## config.mk

```make
export PLATFORM = sky130hd
export DESIGN_NAME = pg_idle_policy
export DESIGN_NICKNAME = d
export VERILOG_FILES = /design/src/rtl/pg_idle_policy.sv
export SDC_FILE = /design/constraint.sdc
export NUM_CORES = 1
export LEC_CHECK = 0
export CAP_MARGIN = 20
export CORE_ASPECT_RATIO = 1.4
export CORE_UTILIZATION = 35
export DETAILED_ROUTE_END_ITERATION = 10
export HOLD_SLACK_MARGIN = 0.15
export PLACE_DENSITY = 0.6
export SYNTH_ARGS = -nofsm -noshare
export SYNTH_HDL_FRONTEND = slang
export SYNTH_SLANG_ARGS = --single-unit
export TNS_END_PERCENT = 50
```

## constraint.sdc

```tcl
create_clock -name clk -period 4.2 [get_ports clk]
set_input_delay 1.05 -clock clk [delete_from_list [all_inputs] [get_ports clk]]
set_output_delay 1.05 -clock clk [all_outputs]
set_load 0.03 [all_outputs]
```

## src/rtl/pg_idle_policy.sv

```systemverilog
// Power-gating idle policy: idle-count power-down, wake latching with
// minimum off residency, and sticky handshake timeout detection.
//
// Ports:
//   clk, rst_n        clock, synchronous active-low reset
//   policy_en         allow automatic power-down
//   activity          gated block busy this cycle
//   wake_req          wake event (pulse or level)
//   power_on_ack      controller ack for power_on_req
//   power_off_ack     controller ack for power_off_req
//   power_on_req      request power-up (state REQ_ON)
//   power_off_req     request power-down (state REQ_OFF)
//   domain_ready      domain powered and usable (state ON)
//   wake_pending      wake latched, not yet serviced
//   timeout_err       sticky: an ack took too long
//   state_o           OFF=0, REQ_ON=1, ON=2, REQ_OFF=3
module pg_idle_policy #(
  parameter int IDLE_THRESH = 16,
  parameter int MIN_OFF     = 8,
  parameter int ACK_TIMEOUT = 64,
  parameter int CNT_W       = 16
) (
  input  logic       clk,
  input  logic       rst_n,
  input  logic       policy_en,
  input  logic       activity,
  input  logic       wake_req,
  input  logic       power_on_ack,
  input  logic       power_off_ack,
  output logic       power_on_req,
  output logic       power_off_req,
  output logic       domain_ready,
  output logic       wake_pending,
  output logic       timeout_err,
  output logic [1:0] state_o
);

  localparam logic [1:0] S_OFF     = 2'd0;
  localparam logic [1:0] S_REQ_ON  = 2'd1;
  localparam logic [1:0] S_ON      = 2'd2;
  localparam logic [1:0] S_REQ_OFF = 2'd3;

  localparam logic [CNT_W-1:0] IDLE_LAST =
    CNT_W'(IDLE_THRESH - 1);
  localparam logic [CNT_W-1:0] OFF_MIN =
    CNT_W'(MIN_OFF);
  localparam logic [CNT_W-1:0] ACK_LAST =
    CNT_W'(ACK_TIMEOUT - 1);
  localparam logic [CNT_W-1:0] CNT_MAX =
    {CNT_W{1'b1}};

  logic [1:0]       state;
  logic [1:0]       state_nx;
  logic [CNT_W-1:0] idle_cnt;
  logic [CNT_W-1:0] idle_nx;
  logic [CNT_W-1:0] off_cnt;
  logic [CNT_W-1:0] off_nx;
  logic [CNT_W-1:0] ack_cnt;
  logic [CNT_W-1:0] ack_nx;
  logic             wake_nx;
  logic             to_nx;

  logic res_ok;
  logic idle_cyc;
  logic in_req;
  logic ack_hit;

  // off_cnt==0 only exists after reset (entry from REQ_OFF loads 1),
  // so it marks residency as already satisfied.
  assign res_ok   = (off_cnt == '0) ||
                    (off_cnt >= OFF_MIN);
  assign idle_cyc = !activity && !wake_req &&
                    policy_en;
  assign in_req   = (state == S_REQ_ON) ||
                    (state == S_REQ_OFF);
  assign ack_hit  = ((state == S_REQ_ON) &&
                     power_on_ack) ||
                    ((state == S_REQ_OFF) &&
                     power_off_ack);

  always_comb begin
    state_nx = state;
    idle_nx  = idle_cnt;
    off_nx   = off_cnt;
    ack_nx   = ack_cnt;
    wake_nx  = wake_pending;
    to_nx    = timeout_err;

    // Set on the edge where the wait reaches ACK_TIMEOUT cycles.
    if (in_req && !ack_hit &&
        (ack_cnt >= ACK_LAST)) begin
      to_nx = 1'b1;
    end

    case (state)
      S_OFF: begin
        if ((off_cnt != '0) &&
            (off_cnt < OFF_MIN)) begin
          off_nx = off_cnt + 1'b1;
        end
        if (wake_req) begin
          wake_nx = 1'b1;
        end
        if ((wake_pending || wake_req) &&
            res_ok) begin
          state_nx = S_REQ_ON;
          ack_nx   = '0;
        end
      end
      S_REQ_ON: begin
        if (power_on_ack) begin
          state_nx = S_ON;
          wake_nx  = 1'b0;
          idle_nx  = '0;
          ack_nx   = '0;
        end else if (ack_cnt != CNT_MAX) begin
          ack_nx = ack_cnt + 1'b1;
        end
      end
      S_ON: begin
        if (!idle_cyc) begin
          idle_nx = '0;
        end else if (idle_cnt >= IDLE_LAST) begin
          state_nx = S_REQ_OFF;
          idle_nx  = '0;
          ack_nx   = '0;
        end else begin
          idle_nx = idle_cnt + 1'b1;
        end
      end
      S_REQ_OFF: begin
        // No abort here: the controller may be saving state.
        if (wake_req || activity) begin
          wake_nx = 1'b1;
        end
        if (power_off_ack) begin
          state_nx = S_OFF;
          off_nx   = CNT_W'(1);
          ack_nx   = '0;
        end else if (ack_cnt != CNT_MAX) begin
          ack_nx = ack_cnt + 1'b1;
        end
      end
      default: begin
        state_nx = S_OFF;
      end
    endcase
  end

  always_ff @(posedge clk) begin
    if (!rst_n) begin
      state         <= S_OFF;
      idle_cnt      <= '0;
      off_cnt       <= '0;
      ack_cnt       <= '0;
      wake_pending  <= 1'b0;
      timeout_err   <= 1'b0;
      power_on_req  <= 1'b0;
      power_off_req <= 1'b0;
      domain_ready  <= 1'b0;
    end else begin
      state         <= state_nx;
      idle_cnt      <= idle_nx;
      off_cnt       <= off_nx;
      ack_cnt       <= ack_nx;
      wake_pending  <= wake_nx;
      timeout_err   <= to_nx;
      power_on_req  <= (state_nx == S_REQ_ON);
      power_off_req <= (state_nx == S_REQ_OFF);
      domain_ready  <= (state_nx == S_ON);
    end
  end

  assign state_o = state;

endmodule
```

==> results of run 1 <==
## final timing paths
check / startpoint / to / slack (ps)
max reg2reg: ack_cnt[0]$_SDFFE_PN0P_ / ack_cnt[0]$_SDFFE_PN0P_ / 1970
min: off_cnt[15]$_SDFFE_PN0P_ / off_cnt[15]$_SDFFE_PN0P_ / 490
max: state_o[0]$_SDFF_PN0_ / state_o[0] / 1460
min reg2reg: off_cnt[15]$_SDFFE_PN0P_ / off_cnt[15]$_SDFFE_PN0P_ / 490
## cell usage in the layout (no fill, tap or decap), drive strengths merged, types with 3 or more instances in the layout
| cell type | netlist | final |
|---|---|---|
| dfxtp | 55 | 55 |
| nor2 | 27 | 27 |
| nand2 | 25 | 25 |
| o21ai | 21 | 21 |
| a31oi | 14 | 14 |
| nor4 | 14 | 14 |
| and3 | 13 | 13 |
| clkdlybuf4s50 | 0 | 13 |
| nor3 | 13 | 13 |
| a21oi | 12 | 12 |
| nand3 | 11 | 11 |
| nand4 | 9 | 9 |
| inv | 8 | 8 |
| xnor2 | 7 | 7 |
| clkbuf | 7 | 6 |
| or4 | 5 | 5 |
| nor2b | 4 | 4 |
| ha | 4 | 4 |
| and4 | 3 | 3 |
| o211ai | 3 | 3 |
| and2 | 3 | 3 |
| a211oi | 3 | 3 |
| or2 | 3 | 3 |
## power groups by stage
stage	clock (mW)	sequential (mW)	combinational, mW
6_report	0.287	0.559	0.166
5_1_grt	0.316	0.562	0.182
4_1_cts	0.297	0.559	0.167
3_3_place_gp	0	0.570	0.164
2_1_floorplan	0	0.577	0.108
3_5_place_dp	0	0.571	0.166
## cell families after synthesis
logic type / Yosys count / synth area share
muxes: 2 / 0.00797
AOI/OAI and AO/OA: 67 / 0.167
buffers and inverters: 22 / 0.0388
DFF: 55 / 0.438
adders and majority gates: 4 / 0.0199
and+or+nand+nor: 135 / 0.297
xor gates and xnor gates: 9 / 0.0314
## per-layer routing
metal,vias up,global-route usage,part of all wire
li1,1103,-,-
met1,1010,0.195,0.46
met2,33,0.281,0.50
met3,8,0.0266,0.027
met4,0,0.0607,0.019
met5,-,0,0
## metrics by stage
| stage | total power [mW] | utilization | hold WS (ps) | cell area [µm²] | setup slack [ps] |
|---|---|---|---|---|---|
| after floorplan | 0.684 | - | 437 | 2510 | 1930 |
| after global placement | 0.734 | 0.391 | 463 | 2710 | 1360 |
| after detailed placement | 0.737 | 0.391 | 470 | 2710 | 1350 |
| after CTS | 1.02 | 0.403 | 488 | 2790 | 1450 |
| after global routing | 1.06 | 0.403 | 494 | 2790 | 1400 |
| final | 1.01 | 0.403 | 486 | 2790 | 1460 |
## sequential cells by signal, summed over array words and instances (netlist names)
signal / count
ack_cnt: 16
wake_pending: 1
idle_cnt: 16
domain_ready: 1
power_on_req: 1
state_o: 2
off_cnt: 16
power_off_req: 1
timeout_err: 1
## layout make-up
type	instances	area share
clock buffer	6	0.0260
inverter	8	0.0107
tap	95	0.0425
clock inverter	2	0.00448
timing repair buffer	15	0.0519
multi-input combinational	217	0.470
sequential	55	0.394
==> run_results.csv, run 1 <==
group,metric,value,unit
outcome,outcome,"finished clean",
worst_setup_path,cp_slowest_cell,"clkdlybuf4s50_1",
finish,area_growth,11.2,%
yosys,synthCells,294,
power,switching_power,299,µW
timing,tns,0,ps
yosys,yosys_warnings,0,
yosys,dominantRegCellSynth,"dfxtp_1",
die,start_util,0.362,
finish,multi_input_area,1310,µm²
yosys,synth.cell_area,2510,µm²
grt,grt_antenna_before_repair,0,
finish,drive_above_1_share,0.0594,
hold_path,hp-class,"reg -> reg",
power,seq_power_share,0.553,
cts,ctsHoldBuffers,0,
cts,h-tree-depth,2,
place,dp_cells,390,
place,hpwl,3.92,mm
cts,cts_resized,0,
yosys,synth.top_cells.by_count,"dfxtp_1, nor2_1, nand2_1",
worst_setup_path,startpoint_type,"register",
power,pwr-share-clk,0.283,
power,switching_share,0.295,
finish,final_cells,398,
run,cap_viol_max_count,0,
grt,grt_pass1_wl,9.39,mm
routing,drt_iter0_markers,99,
yosys,ys_seq_elements,55,
place,io_buffers,13,
worst_setup_path,crit_arrival,1690,ps
yosys,ys_types,49,
cts,clkTransAtPathRegs,100,ps
grt,grt-ovfl-total,0,
grt,grt_max_degree,22,
worst_setup_path,path_max_fanout,12,
timing,relSlewSlack,0.428,
timing,rsz0062_at_grt,"no",
worst_setup_path,cp_cell_sequence,"clkdlybuf4s50_1",
timing,hold_violations,0,
yosys,ys_seq_area_frac,0.438,
routing,wl_per_cell,13.7,µm
hold_path,hold-path-cell-count,1,
worst_setup_path,crit_buf_inv,1,
die,die_w,73.6,µm
routing,viasPerCell,5.41,
worst_setup_path,slowest_delay,760,ps
finish,antenna_cells,0,
timing,max_freq,0.365,GHz
routing,drc,0,
timing,slew_viol_final,0,
timing,fin_skew,8.74,ps
cts,insertion_delay,310,ps
cts,cts_tree,"yes",
timing,setup_viol,0,
grt,track_usage,0.161,
power,irDropWorstVdd,0.172,mV
die,die_h,102,µm
routing,drt_wl_total,5.46,mm
die,die_area,7530,µm²
routing,dr.pass1.iters,5,
yosys,yosysMostFrequentCell,"dfxtp_1",
cts,cts_buffer_depth,2,
power,p_comb_frac,0.164,
finish,layout.nets,313,
worst_setup_path,worst-setup-path-type,"reg -> out",
yosys,synth_top_area_share,0.438,
routing,vias,2154,
worst_setup_path,cp.required,3150,ps
worst_setup_path,cp.depth,1,
power,power_density,362,nW/µm²
timing,min_period,2740,ps
worst_setup_path,crit_family,"buffers and inverters",
yosys,synth_top_cell_by_area,"dfxtp_1",
die,core,6940,µm²
routing,ant_nets,0,
yosys,synthTopCellsByArea,"dfxtp_1, nor2_1, o21ai_0",
worst_setup_path,r2r_cells,5,
finish,fill_cells,749,
die,row_count,36,
yosys,async_reset_ff_frac,0,
timing,worstMarginPinSlew,850,ps
cts,clock_sinks,55,
yosys,synth_edf_count,0,
finish,seqCellArea,1100,µm²
yosys,synth_area_per_cell,8.55,µm²
worst_setup_path,crit_path_end_kind,"output pin",
grt,grt_pass1_vias,2032,
timing,fin_crit_sh,0.653,
cts,numCtsBuffers,5,
cts,root_buffer,"clkbuf_8",
die,num_io_pins,14,
power,power.leakage,0.961,nW
yosys,syn-num-nets,305,
cts,postCtsSetupBuffers,0,
power,internal-power,714,µW
place,gp_congestion,0.776,
(Power assumes the default switching activity.)
==> inputs of run 2 (changes only) <==
- clock period: 4.2 -> 2.8 ns (I/O delays scaled with it)
==> run 2 against run 1 <==
Clock skew is essentially flat. Via count up 1.6%. Wire length up 2.1%. Final cell count is 1.0% higher. Sequential power increased by 50%. Core utilization grew 0.61 points. Critical endpoint is now state_o[1]. Count of clock-buffer cells in the layout is the same. Register-to-register slack worse by 1300 ps.
==> run_results.csv, run 2 (synthesis gave the netlist of run 1 again) <==
group,metric,value,unit
timing,max_freq,0.421,GHz
timing,worstMarginPinSlew,781,ps
routing,drt_wl_total,5.58,mm
cts,clock_sinks,55,
timing,fin_skew,9.22,ps
routing,vias,2188,
place,place_area,2750,µm²
finish,area_growth,12.9,%
timing,rsz0062_at_grt,"no",
die,num_io_pins,14,
finish,final_cell_area,2840,µm²
grt,grt_max_degree,27,
power,power_density,538,nW/µm²
die,die_area,7530,µm²
outcome,outcome,"finished clean",
worst_setup_path,cp_slowest_cell,"clkdlybuf4s50_1",
finish,top_regs,"ack_cnt x16, idle_cnt x16, off_cnt x16",
timing,hold_violations,0,
timing,relSlewSlack,0.474,
place,dp_cells,394,
cts,ctsHoldBuffers,0,
timing,fin_crit_sh,0.848,
power,report.power.total,1.53,mW
worst_setup_path,crit_family,"buffers and inverters",
worst_setup_path,path_max_fanout,11,
routing,dr.pass1.iters,5,
grt,grt_pass1_vias,2090,
cts,cts_buffer_depth,2,
cts,cts_tree,"yes",
hold_path,hp-class,"reg -> reg",
routing,viasPerCell,5.44,
place,gp_congestion,0.836,
grt,grt_antenna_before_repair,0,
die,row_count,36,
grt,grt_pass1_wl,9.38,mm
die,start_util,0.362,
timing,min_period,2380,ps
cts,h-tree-depth,2,
timing,tns,0,ps
finish,antenna_cells,0,
worst_setup_path,cp_cell_sequence,"clkdlybuf4s50_1",
routing,ant_nets,0,
finish,layout_commonest_cell,"dfxtp_1",
routing,drt_iter0_markers,134,
die,die_h,102,µm
cts,postCtsSetupBuffers,0,
run,cap_viol_max_count,0,
cts,cts_resized,0,
worst_setup_path,crit_buf_inv,1,
routing,drc,0,
worst_setup_path,slowest_delay,760,ps
worst_setup_path,startpoint_type,"register",
die,core,6940,µm²
cts,root_buffer,"clkbuf_8",
place,hpwl,3.99,mm
power,irDropWorstVdd,0.256,mV
cts,insertion_delay,310,ps
place,io_buffers,13,
finish,layout_common_cells,"dfxtp_1, nor2_1, nand2_1",
routing,wl_per_cell,13.9,µm
worst_setup_path,crit_path_end_kind,"output pin",
cts,numCtsBuffers,5,
worst_setup_path,crit_arrival,1680,ps
cts,clkTransAtPathRegs,100,ps
finish,layout.nets,317,
worst_setup_path,worst-setup-path-type,"reg -> out",
grt,track_usage,0.161,
finish,final_cells,402,
grt,grt-ovfl-total,0,
timing,slew_viol_final,0,
die,die_w,73.6,µm
power,power.leakage,0.984,nW
timing,setup_viol,0,
finish,drive_above_1_share,0.0717,
worst_setup_path,cp.required,2100,ps
-- run 2: through the flow --
step,util,setup WS (ps),hold slack (ps)
floorplan,-,876,437
global placement,0.397,302,456
detailed placement,0.397,285,464
CTS,0.409,403,487
global route,0.409,356,503
finish,0.409,424,480
-- run 2: metal layers --
metal	share of wire	vias up	global-route usage
met5	0	-	0
li1	-	1106	-
met2	0.51	38	0.281
met3	0.025	9	0.0247
met1	0.44	1035	0.190
met4	0.021	0	0.0754
-- run 2: final timing paths --
path / endpoint / cells after the start / startpoint / slack [ps]
setup / recovery: state_o[1] / 1 / state_o[1]$_SDFF_PN0_ / 420
hold / removal: off_cnt[9]$_SDFFE_PN0P_ / 2 / off_cnt[9]$_SDFFE_PN0P_ / 480
setup reg to reg: ack_cnt[11]$_SDFFE_PN0P_ / 6 / ack_cnt[0]$_SDFFE_PN0P_ / 640
hold reg to reg: off_cnt[9]$_SDFFE_PN0P_ / 2 / off_cnt[9]$_SDFFE_PN0P_ / 480
-- run 2: cell type report --
type                            count  area [µm²]
Clock buffer                        6        72.6
Clock inverter                      2        12.5
Fill cell                         751        4100
Inverter                            8        30.0
Multi-Input combinational cell    217        1310
Sequential cell                    55        1100
Tap cell                           95         119
Timing Repair Buffer               19         188
-- run 2: where the power goes --
group / switching (mW) / total [mW] / internal [mW]
registers: 0.0337 / 0.838 / 0.804
clock network: 0.252 / 0.427 / 0.176
logic: 0.161 / 0.261 / 0.0999
==> inputs of run 3 (changes only) <==
- clock period: 2.8 -> 2.3 ns (I/O delays scaled with it)
==> run 3 against run 2 <==
Total power increased by 30%. Clock skew decreased by 5.6 ps. Sequential power up 21%. Final cell count grew 3.2%. First-iteration DRC count grew 6.0%. Non-clock buffer count rose by 14. Die area stayed put. Sequential share of layout area is 1.6 points lower. Clock power increased by 48%. Flip-flop and latch count unchanged. Setup slack got worse by 250 ps.
==> run_results.csv, run 3 (synthesis gave the netlist of run 1 again) <==
group,metric,value,unit
outcome,outcome,"finished clean",
run,cap_viol_max_count,0,
die,die_w,73.6,µm
worst_setup_path,crit_start,"ack_cnt[0]$_SDFFE_PN0P_",
place,io_buffers,13,
cts,root_buffer,"clkbuf_8",
place,hpwl,4.08,mm
grt,grt_pass1_wl,9.54,mm
grt,grt_max_degree,27,
worst_setup_path,cp_cell_sequence,"ha_1, nand4_2, or4_1, nand2b_1, o21ai_0, a31oi_1",
power,irDropWorstVdd,0.338,mV
cts,postCtsSetupBuffers,0,
timing,fin_skew,3.58,ps
finish,area_growth,17.9,%
routing,drt_iter0_markers,142,
cts,numCtsBuffers,5,
worst_setup_path,crit_path_end_kind,"register",
worst_setup_path,cp.required,2540,ps
finish,top_regs,"ack_cnt x16, idle_cnt x16, off_cnt x16",
timing,slew_viol_final,0,
timing,relSlewSlack,0.521,
cts,cts_buffer_depth,2,
place,place_area,2840,µm²
routing,drt_wl_total,5.67,mm
worst_setup_path,path_max_fanout,8,
place,gp_congestion,0.826,
finish,final_cell_area,2960,µm²
finish,seqCellArea,1100,µm²
routing,wl_per_cell,13.7,µm
finish,antenna_cells,0,
hold_path,hp-class,"reg -> reg",
finish,fill_cells,717,
cts,insertion_delay,310,ps
finish,drive_above_1_share,0.116,
routing,drc,0,
finish,multi_input_area,1330,µm²
power,power.leakage,1.06,nW
worst_setup_path,cp_slowest_cell,"or4_1",
cts,h-tree-depth,2,
timing,setup_viol,0,
timing,tns,0,ps
timing,rsz0062_at_grt,"no",
cts,cts_tree,"yes",
die,die_area,7530,µm²
timing,worstMarginPinSlew,712,ps
die,core,6940,µm²
finish,layout.nets,331,
die,start_util,0.362,
worst_setup_path,worst-setup-path-type,"reg -> reg",
die,row_count,36,
cts,ctsHoldBuffers,0,
routing,vias,2193,
routing,dr.pass1.iters,4,
worst_setup_path,slowest_delay,720,ps
worst_setup_path,reg2reg_from,"ack_cnt[0]$_SDFFE_PN0P_",
timing,max_freq,0.470,GHz
die,num_io_pins,14,
cts,clkTransAtPathRegs,90,ps
grt,track_usage,0.164,
timing,fin_crit_sh,0.926,
grt,grt_pass1_vias,2008,
die,die_h,102,µm
grt,grt-ovfl-total,0,
finish,layout_common_cells,"dfxtp_1, nor2_1, nand2_1",
grt,grt_antenna_before_repair,0,
finish,layout_commonest_cell,"dfxtp_1",
hold_path,worstHoldStart,"idle_cnt[15]$_SDFFE_PN0P_",
timing,min_period,2130,ps
power,power_density,672,nW/µm²
timing,hold_violations,0,
worst_setup_path,crit_arrival,2370,ps
worst_setup_path,startpoint_type,"register",
routing,ant_nets,0,
cts,clock_sinks,55,
routing,viasPerCell,5.28,
-- run 3: cell types whose count changed in the layout (fill, tap and decap cells not counted), sizes merged --
cell / before / now
clkbuf: 6 / 5
buf: 6 / 20
clkinv: 1 / 0
bufinv: 0 / 1
-- run 3: path summary, 6_finish.rpt --
| kind | end | slack [ps] | depth (start not counted) |
|---|---|---|---|
| max reg2reg | ack_cnt[11]$_SDFFE_PN0P_ | 170 | 6 |
| min | idle_cnt[15]$_SDFFE_PN0P_ | 480 | 2 |
| max | ack_cnt[11]$_SDFFE_PN0P_ | 170 | 6 |
| min reg2reg | idle_cnt[15]$_SDFFE_PN0P_ | 480 | 2 |
-- run 3: what timing repair did --
action,4_1_cts,5_1_grt
gates cloned,0,0
endpoints found under the setup margin,5,1
resized for setup,1,1
-- run 3: power by group --
| part | leakage (nW) | switching (mW) | total (mW) | internal, mW |
|---|---|---|---|---|
| clock | 0.0502 | 0.312 | 0.631 | 0.319 |
| combinational | 0.569 | 0.211 | 0.353 | 0.141 |
| sequential | 0.444 | 0.0262 | 1.01 | 0.979 |
| total | 1.06 | 0.550 | 1.99 | 1.44 |
-- run 3: metrics by stage --
stage	instances	utilization	hold WS, ps	power, mW	setup slack (ps)
CTS	415	0.426	479	2.01	140
finish	415	0.427	478	1.99	171
global route	415	0.427	501	2.09	9.30
floorplan	294	-	437	1.25	381
detailed placement	408	0.410	457	1.38	-343
global placement	408	0.410	450	1.37	-336
-- run 3: worst max-delay path: cells and delay by family (launching register included) --
kind / cells / cell delay (ps)
AND/OR/NAND/NOR: 3 / 1130
flip-flops: 1 / 410
adder cells (fa/ha/maj): 1 / 270
AO/OA/AOI/OAI: 2 / 270
-- run 3: cell type report --
class,instances,share of cell area
Sequential cell,55,0.372
Timing Repair Buffer,33,0.0946
Clock inverter,2,0.0127
Multi-Input combinational cell,217,0.447
Clock buffer,5,0.0232
Inverter,8,0.0101
Tap cell,95,0.0401
-- run 3: routing by layer --
| layer | up-vias | track usage | part of all wire |
|---|---|---|---|
| met5 | - | 0 | 0 |
| met4 | 0 | 0.0533 | 0.013 |
| met3 | 6 | 0.0316 | 0.025 |
| met2 | 28 | 0.295 | 0.51 |
| met1 | 1022 | 0.192 | 0.45 |
| li1 | 1137 | - | - |
